$ cat config.mk
export PLATFORM = sky130hd
export DESIGN_NAME = adder_rr_scheduler
export DESIGN_NICKNAME = d
export VERILOG_FILES = /design/src/rtl/adder_rr_scheduler.sv
export SDC_FILE = /design/constraint.sdc
export NUM_CORES = 1
export LEC_CHECK = 0
export BUFFER_PORTS_ARGS = -buffer_cell sky130_fd_sc_hd__buf_2
export CELL_PAD_IN_SITES_DETAIL_PLACEMENT = 0
export CELL_PAD_IN_SITES_GLOBAL_PLACEMENT = 1
export CORE_AREA = 3 3 270 272
export CTS_CLUSTER_DIAMETER = 100
export CTS_CLUSTER_SIZE = 14
export DETAILED_ROUTE_END_ITERATION = 7
export DIE_AREA = 0 0 273 275
export MAX_ROUTING_LAYER = met4
export PLACE_DENSITY = 0.54
export SLEW_MARGIN = 30
export SYNTH_ARGS = -nofsm -noshare
export SYNTH_HDL_FRONTEND = slang
export SYNTH_SLANG_ARGS = --single-unit
$ cat constraint.sdc
create_clock -name i_clk -period 8.1 [get_ports i_clk]
set_clock_uncertainty 0.1 [all_clocks]
set_input_delay 0.405 -clock i_clk [delete_from_list [all_inputs] [get_ports i_clk]]
set_output_delay 0.405 -clock i_clk [all_outputs]
set_load 0.1 [all_outputs]
$ cat src/rtl/adder_rr_scheduler.sv
// ---------------------------------------------------------------------------
// adder_rr_scheduler
//   Time-shares one external combinational 32-bit adder among NUM_REQ
//   requesters. A granted request is a WORDS*32-bit add. It is issued one
//   32-bit word per cycle, least significant word first, and the carry is
//   chained through the adder's carry-in. Grants rotate round-robin. Only
//   one request is in flight at a time: IDLE -> ADD (WORDS cycles) -> RESP.
//
// Ports
//   i_clk, i_rst_n      clock, asynchronous active-low reset
//   i_req_valid         per-requester request pending
//   o_req_ready         one-hot accept strobe (IDLE only)
//   i_req_a, i_req_b    per-requester operands, requester i at [i*W +: W]
//   i_req_cin           per-requester carry-in
//   o_add_num1/2,cin    drive to the shared adder (zero outside ADD)
//   i_add_sum,cout      adder result, same cycle
//   o_rsp_valid/ready   result handshake
//   o_rsp_id            requester index of the result
//   o_rsp_sum/cout      W-bit sum and final carry
//   o_busy              scheduler not idle
// ---------------------------------------------------------------------------

// Per-requester slice: the rotation distance from the round-robin pointer
// (0 = highest priority) and the requester's ready strobe.
module adder_rr_lane #(
    parameter int NUM_REQ = 4,
    parameter int IDX     = 0,
    parameter int IDW     = 2
) (
    input  logic [IDW-1:0] i_ptr,
    input  logic           i_sel_en,
    input  logic [IDW-1:0] i_grant,
    output logic [IDW-1:0] o_dist,
    output logic           o_ready
);
    assign o_dist  = IDW'((IDX + NUM_REQ - int'(i_ptr)) % NUM_REQ);
    assign o_ready = i_sel_en && (i_grant == IDW'(IDX));
endmodule

module adder_rr_scheduler #(
    parameter  int NUM_REQ = 4,
    parameter  int WORDS   = 2,
    localparam int IDW     = $clog2(NUM_REQ),
    localparam int W       = WORDS * 32
) (
    input  logic                 i_clk,
    input  logic                 i_rst_n,
    input  logic [NUM_REQ-1:0]   i_req_valid,
    output logic [NUM_REQ-1:0]   o_req_ready,
    input  logic [NUM_REQ*W-1:0] i_req_a,
    input  logic [NUM_REQ*W-1:0] i_req_b,
    input  logic [NUM_REQ-1:0]   i_req_cin,
    output logic [31:0]          o_add_num1,
    output logic [31:0]          o_add_num2,
    output logic                 o_add_cin,
    input  logic [31:0]          i_add_sum,
    input  logic                 i_add_cout,
    output logic                 o_rsp_valid,
    input  logic                 i_rsp_ready,
    output logic [IDW-1:0]       o_rsp_id,
    output logic [W-1:0]         o_rsp_sum,
    output logic                 o_rsp_cout,
    output logic                 o_busy
);

    localparam int WIDXW = (WORDS > 1) ? $clog2(WORDS) : 1;

    typedef enum logic [1:0] {S_IDLE, S_ADD, S_RESP} state_t;

    // Request captured at accept; later operand changes are ignored.
    typedef struct packed {
        logic [IDW-1:0]         id;
        logic [WORDS-1:0][31:0] a;
        logic [WORDS-1:0][31:0] b;
    } op_t;

    state_t                 r_state, w_state_nxt;
    op_t                    r_op;
    logic [IDW-1:0]         r_ptr;
    logic                   r_carry;
    logic [WIDXW-1:0]       r_widx;
    logic [WORDS-1:0][31:0] r_sum;
    logic                   r_cout;

    // Word-indexed views of the flat operand buses.
    logic [NUM_REQ-1:0][WORDS-1:0][31:0] w_req_a, w_req_b;
    assign w_req_a = i_req_a;
    assign w_req_b = i_req_b;

    // ------------------------------------------------------------------
    // Round-robin grant: among valid requesters pick the smallest distance
    // from the pointer; each lane reports its own distance.
    // ------------------------------------------------------------------
    logic [NUM_REQ-1:0][IDW-1:0] w_dist;
    logic [IDW-1:0]              w_grant, w_best, w_ptr_nxt;
    logic                        w_found, w_sel_en;

    always_comb begin
        w_found = 1'b0;
        w_grant = '0;
        w_best  = '0;
        for (int i = 0; i < NUM_REQ; i++) begin
            if (i_req_valid[i] && (!w_found || (w_dist[i] < w_best))) begin
                w_found = 1'b1;
                w_best  = w_dist[i];
                w_grant = IDW'(i);
            end
        end
    end

    assign w_sel_en  = (r_state == S_IDLE) && w_found;
    assign w_ptr_nxt = (w_grant == IDW'(NUM_REQ - 1)) ? '0 : w_grant + IDW'(1);

    for (genvar g = 0; g < NUM_REQ; g++) begin : g_lane
        adder_rr_lane #(
            .NUM_REQ (NUM_REQ),
            .IDX     (g),
            .IDW     (IDW)
        ) u_lane (
            .i_ptr    (r_ptr),
            .i_sel_en (w_sel_en),
            .i_grant  (w_grant),
            .o_dist   (w_dist[g]),
            .o_ready  (o_req_ready[g])
        );
    end

    // ------------------------------------------------------------------
    // FSM
    // ------------------------------------------------------------------
    logic w_last;
    assign w_last = (r_widx == WIDXW'(WORDS - 1));

    always_ff @(posedge i_clk or negedge i_rst_n) begin
        if (!i_rst_n) r_state <= S_IDLE;
        else          r_state <= w_state_nxt;
    end

    always_comb begin
        w_state_nxt = r_state;
        o_add_num1  = '0;
        o_add_num2  = '0;
        o_add_cin   = 1'b0;
        case (r_state)
            S_IDLE: begin
                if (w_found) w_state_nxt = S_ADD;
            end
            S_ADD: begin
                o_add_num1 = r_op.a[r_widx];
                o_add_num2 = r_op.b[r_widx];
                o_add_cin  = r_carry;
                if (w_last) w_state_nxt = S_RESP;
            end
            S_RESP: begin
                if (i_rsp_ready) w_state_nxt = S_IDLE;
            end
            default: w_state_nxt = S_IDLE;
        endcase
    end

    // ------------------------------------------------------------------
    // Datapath
    // ------------------------------------------------------------------
    always_ff @(posedge i_clk or negedge i_rst_n) begin
        if (!i_rst_n) begin
            r_op    <= '0;
            r_ptr   <= '0;
            r_carry <= 1'b0;
            r_widx  <= '0;
            r_sum   <= '0;
            r_cout  <= 1'b0;
        end else begin
            case (r_state)
                S_IDLE: begin
                    if (w_found) begin
                        r_op.id <= w_grant;
                        r_op.a  <= w_req_a[w_grant];
                        r_op.b  <= w_req_b[w_grant];
                        r_carry <= i_req_cin[w_grant];
                        r_widx  <= '0;
                        r_ptr   <= w_ptr_nxt;
                    end
                end
                S_ADD: begin
                    r_sum[r_widx] <= i_add_sum;
                    r_carry       <= i_add_cout;
                    r_widx        <= r_widx + WIDXW'(1);
                    if (w_last) r_cout <= i_add_cout;
                end
                default: ;
            endcase
        end
    end

    assign o_rsp_valid = (r_state == S_RESP);
    assign o_busy      = (r_state != S_IDLE);
    assign o_rsp_id    = r_op.id;
    assign o_rsp_sum   = r_sum;
    assign o_rsp_cout  = r_cout;

endmodule
# --- Word level (Yosys, flattened, before mapping) ---
# Cells that the tools add are included.
totals:
  reg_bits: 201
  latch_bits: 0
  ramBits: 0
  mem_bits_ro: 0
  inputBits: 556
  output_inout_bits: 138
  wordCells: 90
  mem_count: 0
classes:
  addsub: 6
  n_mul: 0
  div_mod_pow: 0
  order_cmp: 6
  eq_ne: 8
  shift: 0
  muxes: 35
  bitwise_logic: 0
  reduce_logical: 23
op_table:
  columns: ["operator", "n"]
  rows:
  - ["$bmux W64 S2", 2]
  - ["$mux W32", 7]
  - ["$mux W64", 2]
  - ["$bwmux W64", 1]
  - ["$demux W32 S1", 1]
  - ["$mux W2", 9]
  - ["$logic_and A1 B1 Y1", 9]
  - ["$mux W1", 9]
  - ["$eq A2 B2 Y1 const B", 3]
  - ["$lt A2 B2 Y1", 3]
  - ["$pmux W2 S3", 1]
  - ["$reduce_and A2 Y1", 3]
  - ["$eq A2 B1 Y1 const B", 2]
  - ["$logic_not A2 Y1", 2]
  - ["$ne A2 B2 Y1 const B", 2]
  - ["$pmux W1 S2", 2]
  - ["$reduce_bool A2 Y1", 2]
  - ["$sub A1 B2 Y2 const A", 2]
  - ["$sub A2 B2 Y2 const A", 2]
  - ["$logic_not A1 Y1", 3]
  - ["$logic_or A1 B1 Y1", 3]
  - ["$lt A2 B3 Y1 const B", 1]
  - ["$reduce_and A3 Y1", 1]
  - ["$add A2 B1 Y2 const B", 1]
  - ["5 further kinds", 5]

# --- Longest topological paths before layout ---
depth:
  word_depth: 18
  ltp_mapped: 18
  ltp_nobuf: 16

# --- Hierarchy ---
# A second synthesis with hierarchy kept.
hier_totals:
  hier_cells: 1284
  hier_area_um2: 12170.4
by_module_without_submodules:
  columns: ["mod", "instances", "cells_each", "area_per_inst_um2", "seq_area_each_um2"]
  rows:
  - ["adder_rr_scheduler", 1, 1272, 12082.8, 5029.8]
  - ["adder_rr_lane (g_lane[0].u_lane)", 1, 3, 28.8, 0.0]
  - ["adder_rr_lane (g_lane[2].u_lane)", 1, 3, 25.0, 0.0]
  - ["adder_rr_lane (g_lane[1].u_lane)", 1, 3, 20.0, 0.0]
  - ["adder_rr_lane (g_lane[3].u_lane)", 1, 3, 13.8, 0.0]

# --- Least setup slack after synthesis ---
# OpenSTA, ideal clock, no wires.
synth_timing:
  kind: "reg2out"
  start: "reg r_ptr[1]"
  end: "out o_req_ready[2]"
  t_arrival_ps: 3189
  required_time_ps: 7595
  path_slack_ps: 4406
  stages_incl_launch_ff: 17
  path_buffers: 1
  cell_sequence: "dfrtp_1 -> nand2b_1 -> nor3b_1 -> a21oi_1 -> ha_1 -> o22ai_1 -> o21ai_0 -> o21ai_0 -> ha_1 -> o31a_1 -> nand2b_1 -> a21oi_2 -> or2_2 -> inv_1 -> ha_1 -> and2_1 -> buf_4"
synth_via:
  elab_chain_len: 16
  elab_cells_between_ends: 27
  classes_between: "add/sub: 4; order compare: 3; eq/ne: 1; mux: 9; reduce/logical: 10"
synth_rtl:
  columns: ["item", "line_no", "rtl"]
  rows:
  - ["start: declaration", "79", "logic [IDW-1:0] r_ptr;"]
  - ["start signal: assignment", "181", "r_ptr <= w_ptr_nxt;"]
  - ["$sub A1 B2 Y2", "36", "assign o_dist = IDW'((IDX + NUM_REQ - int'(i_ptr)) % NUM_REQ);"]
  - ["$mux W2", "103", "if (i_req_valid[i] && (!w_found || (w_dist[i] < w_best))) begin"]
  - ["$lt A2 B2 Y1", "103", null]
  - ["$logic_or A1 B1 Y1", "103", null]
  - ["$logic_and A1 B1 Y1", "103", null]
  - ["$mux W2 / $mux W1 (equally long branches)", "103", null]
  - ["$lt A2 B2 Y1 / $logic_not A1 Y1 (equally long branches)", "103", null]
  - ["$logic_or A1 B1 Y1", "103", null]
  - ["$logic_and A1 B1 Y1", "103", null]
  - ["$mux W2 / $mux W1 (equally long branches)", "103", null]
  - ["$lt A2 B2 Y1 / $logic_not A1 Y1 (equally long branches)", "103", null]
  - ["$logic_or A1 B1 Y1", "103", null]
  - ["$logic_and A1 B1 Y1", "103", null]
  - ["$mux W2 *", "103", null]
  - ["via g_lane[0].u_lane.i_grant[0]", "32", "input logic [IDW-1:0] i_grant,"]
  - ["$eq A2 B2 Y1 *", "37", "assign o_ready = i_sel_en && (i_grant == IDW'(IDX));"]
  - ["$logic_and A1 B1 Y1 *", "37", null]
  - ["end: declaration", "49", "output logic [NUM_REQ-1:0] o_req_ready,"]
# The timed path passes the listed nets; every way through them passes the cells marked *.

# --- Worst setup path after layout ---
layout_timing:
  start: "reg r_ptr[0]"
  end: "reg r_op[80] in the netlist's numbering"
layout_via:
  elab_chain_len: 16
  elab_cells_between_ends: 27
  classes_between: "add/sub: 4; order compare: 3; mux: 11; reduce/logical: 9"
layout_rtl:
  columns: ["item", "line_no", "rtl"]
  rows:
  - ["$sub A1 B2 Y2", "36", null]
  - ["$mux W2", "103", null]
  - ["$lt A2 B2 Y1", "103", null]
  - ["$logic_or A1 B1 Y1", "103", null]
  - ["$logic_and A1 B1 Y1", "103", null]
  - ["$mux W2 / $mux W1 (equally long branches)", "103", null]
  - ["$lt A2 B2 Y1 / $logic_not A1 Y1 (equally long branches)", "103", null]
  - ["$logic_or A1 B1 Y1", "103", null]
  - ["$logic_and A1 B1 Y1", "103", null]
  - ["$mux W2 / $mux W1 (equally long branches)", "103", null]
  - ["$lt A2 B2 Y1 / $logic_not A1 Y1 (equally long branches)", "103", null]
  - ["$logic_or A1 B1 Y1", "103", null]
  - ["$logic_and A1 B1 Y1", "103", null]
  - ["$mux W2", "103", null]
  - ["$bmux W64 S2", "177", "r_op.a <= w_req_a[w_grant];"]
  - ["$mux W64 (implied by the code)", "177", null]
  - ["end: declaration", "78", "op_t r_op;"]
# Several ways; a longest one is shown, not always the timed one. The select of a mux whose other input is x is not followed.
# A chain may end at the register's enable or synchronous reset.

==> flow_summary_export.csv <==
group,metric,value,unit
clock_network,cts.sinks,201,
layout,most-common-layout-cells,"buf_2 (692), nand2_1 (263), dfrtp_1 (200)",
clock_network,cts_inserted_buffers,19,
clock_network,post_cts_resized,0,
sta,clock.fmax,0.184,GHz
clock_network,ctsHoldBuffers,168,
synth,synthMuxAreaShare,22.1,%
layout,fillCellCount,7736,
sta,finalCritPeriodShare,67.1,%
layout,fin_util,27.1,%
global_routing,grt_pass1_wl,88.9,mm
global_routing,grt_max_degree,109,
clock_network,cts_tree,"yes",
critical_path,r2r_end,"r_op[80]",
critical_path,cp_slowest_cell,"buf_4",
detailed_routing,routedWlPerCell,19.9,µm
layout,final_nets,2696,
layout,final_cell_count_no_fill,3104,
power_and_ir_drop,powerDensity,503,mW/mm²
placed_design,dp_cells,2895,
sta,grt_setup_unrepaired,"no",
critical_path,critPathKind,"reg -> reg",
synth,syn_avg_cell_area,9.40,µm²
synth,synth_top_family_by_area,"multiplexers",
critical_path,cp_max_fo,67,
detailed_routing,viasPerCell,4.35,
synth,synth_area,0.0128,mm²
sta,period_needed,5.44,ns
detailed_routing,drt_wl_total,61.9,mm
detailed_routing,vias,13500,
floorplan,die_w,273,µm
floorplan,design.die.area,0.0751,mm²
global_routing,grt_pass1_vias,14300,
synth,synth_cells,1365,
global_routing,grtUsageTotal,15.9,%
floorplan,die_h,275,µm
sta,tightest_slew,0.958,ns
flow_run,drv_cap,0,
layout,multi_input_area,0.00710,mm²
power_and_ir_drop,irDropWorstVdd,0.000323,V
clock_network,root_buffer,"clkbuf_16",
layout,area_growth,50.0,%
layout,register_area,0.00503,mm²
synth,synth_fa_ha_area_share,0.585,%
clock_network,clkTransAtPathRegs,0.08,ns
synth,synth_ff_type,"dfrtp_1",
synth,synth_cell_types,37,
clock_network,clk_latency,0.53,ns
synth,syn_nets,1927,
sta,max-slew-margin-rel,35.9,%
critical_path,crit_required,8.47,ns
critical_path,crit_start,"r_ptr[0]",
floorplan,initial_core_util,18.1,%
detailed_routing,drtPass1Iterations,5,
global_routing,grt_overflow,0,
layout,drive_gt1_share,44.0,%
clock_network,htreeDepth,1,
detailed_routing,drc,0,
critical_path,rrSetupSlack,2.66,ns
placed_design,place_congestion,0.820,
critical_path,crit_path_start_kind,"register",
floorplan,row_count,98,
floorplan,core,0.0710,mm²
synth,synth_edf_count,0,
placed_design,place.detailed.hpwl,45.6,mm
layout,final_common_cell,"buf_2",
sta,final_hold_viol_count,0,
synth,yosysWarnings,0,
synth,synth_compound_area_share,15.1,%
placed_design,io_buffers,693,
power_and_ir_drop,leakage,8.70,nW
detailed_routing,drtIter0Drc,507,
global_routing,antenna_found_initial,19,
critical_path,path_cells,"nand2b_1 > nor3b_1 > a21oi_1 > ha_1 > o22ai_1 > o21ai_0 > nand2_1 > o21ai_0 > ha_1 > o31a_1 > nand2b_1 > a21oi_4 > buf_4 > buf_4 > a31oi_1 > o211ai_1 > dlygate4sd3_1",
synth,ys_seq_area_share,39.2,%
synth,synth_xor_area_share,0.0682,%
clock_network,cts_buffer_depth,3,
run_status,status,"completed",
sta,fin_setup_tns,0,ns
critical_path,crit_arrival,5.81,ns
critical_path,end_kind,"register",
critical_path,cp-endpoint,"r_op[80]",
synth,synthArstFlopShare,100,%
clock_network,postCtsSetupRepairBufs,0,
floorplan,io_pins,694,
sta,drv_slew,0,
synth,synthSimpleGateAreaFrac,16.9,%
critical_path,reg2reg_depth,17,
synth,ys_ff_latch,201,
min_path,min_path_type,"in -> reg",
critical_path,cpPeakStageDelay,0.78,ns
detailed_routing,antenna_left,0,
sta,setup_viol,0,
critical_path,r2r_start,"r_ptr[0]",
[worst min path at each step]
stage,startpoint,end,slack (ns),depth (start not counted)
finish,i_req_a[216],r_op[88],0.04,3
global route,i_req_b[199],r_op[7],0.003,3
CTS,i_req_a[132],r_op[68],0.000002,3
detailed placement,i_rst_n,o_rsp_sum[38],0.36,1
global placement,i_rst_n,o_rsp_sum[38],0.36,1
floorplan,i_rst_n,o_rsp_cout,0.009,0
[flip-flops by register name, indices dropped and copies added (netlist names)]
name	cells
r_ptr	2
r_widx	1
r_state	2
o_rsp_sum	64
r_op	128
o_rsp_cout	1
r_carry	1
o_rsp_id	2
[metrics by stage]
step	hold slack, ns	area [µm²]	worst slack, ns	total power, mW
after floorplan	0.00941	12800	4.41	7.09
after global placement	0.356	17000	3.30	8.44
after detailed placement	0.359	17000	3.23	8.52
after CTS	0.00000194	19200	2.69	9.80
after global routing	0.00274	19200	2.21	10.3
final	0.0376	19300	2.66	9.68
[layer usage]
layer  wire [µm]  GRT usage, %  vias up
met1       26900          20.0     6576
met2       30100          26.5      474
met5           0             -        -
met4        1260          4.04        0
met3        3620          2.78       63
li1            -             -     6382
[power by group]
part	internal [mW]	leakage, nW	switching, mW	total (mW)
logic	1.99	6.01	4.95	6.94
clock network	0.435	0.259	0.436	0.871
registers	1.53	2.43	0.335	1.87
[cell families (layout without fill, tap and decap cells)]
kind of cell	Yosys count	in the layout
buffers and inverters	137	910
DFF	201	201
other	0	16
AOI/OAI and AO/OA	281	281
and+or+nand+nor	480	480
adders and majority gates	6	6
muxes	259	259
xor gates and xnor gates	1	1
[synth_stat cells (2+ instances only)]
cell type  instances  share of area (%)
nand2_1          264                7.7
dfrtp_1          201                 39
mux2_2           193                 17
and2_1           132                6.4
a31oi_1          129                6.3
o211ai_1         129                7.5
nor2_1            70                2.0
mux2i_1           65                5.1
clkbuf_1          41                1.2
buf_2             40                1.6
buf_4             31                1.8
buf_6             13                1.1
o21ai_0            9               0.35
inv_1              7               0.20
ha_1               6               0.58
buf_1              5               0.15
nand2b_1           4               0.19
a21oi_1            3               0.12
nor2b_1            3               0.15
nand3_1            2              0.078
o21a_1             2               0.12
[layout make-up]
type                            instances  area share, %
Inverter                                7          0.136
Tap cell                              950           6.17
Sequential cell                       201           26.1
Clock buffer                           20           2.54
Antenna cell                           16          0.208
Multi-Input combinational cell       1027           36.9
Timing Repair Buffer                  878           27.7
Clock inverter                          5          0.201
[worst max-delay path, delay by kind of cell, from the launching register on]
family,cells,cell delay [ns]
adders and majority gates,2,0.54
DFF,1,0.51
AOI/OAI and AO/OA,8,1.34
and+or+nand+nor,4,0.79
buffers and inverters,3,2.02
(Power assumes the default switching activity.)
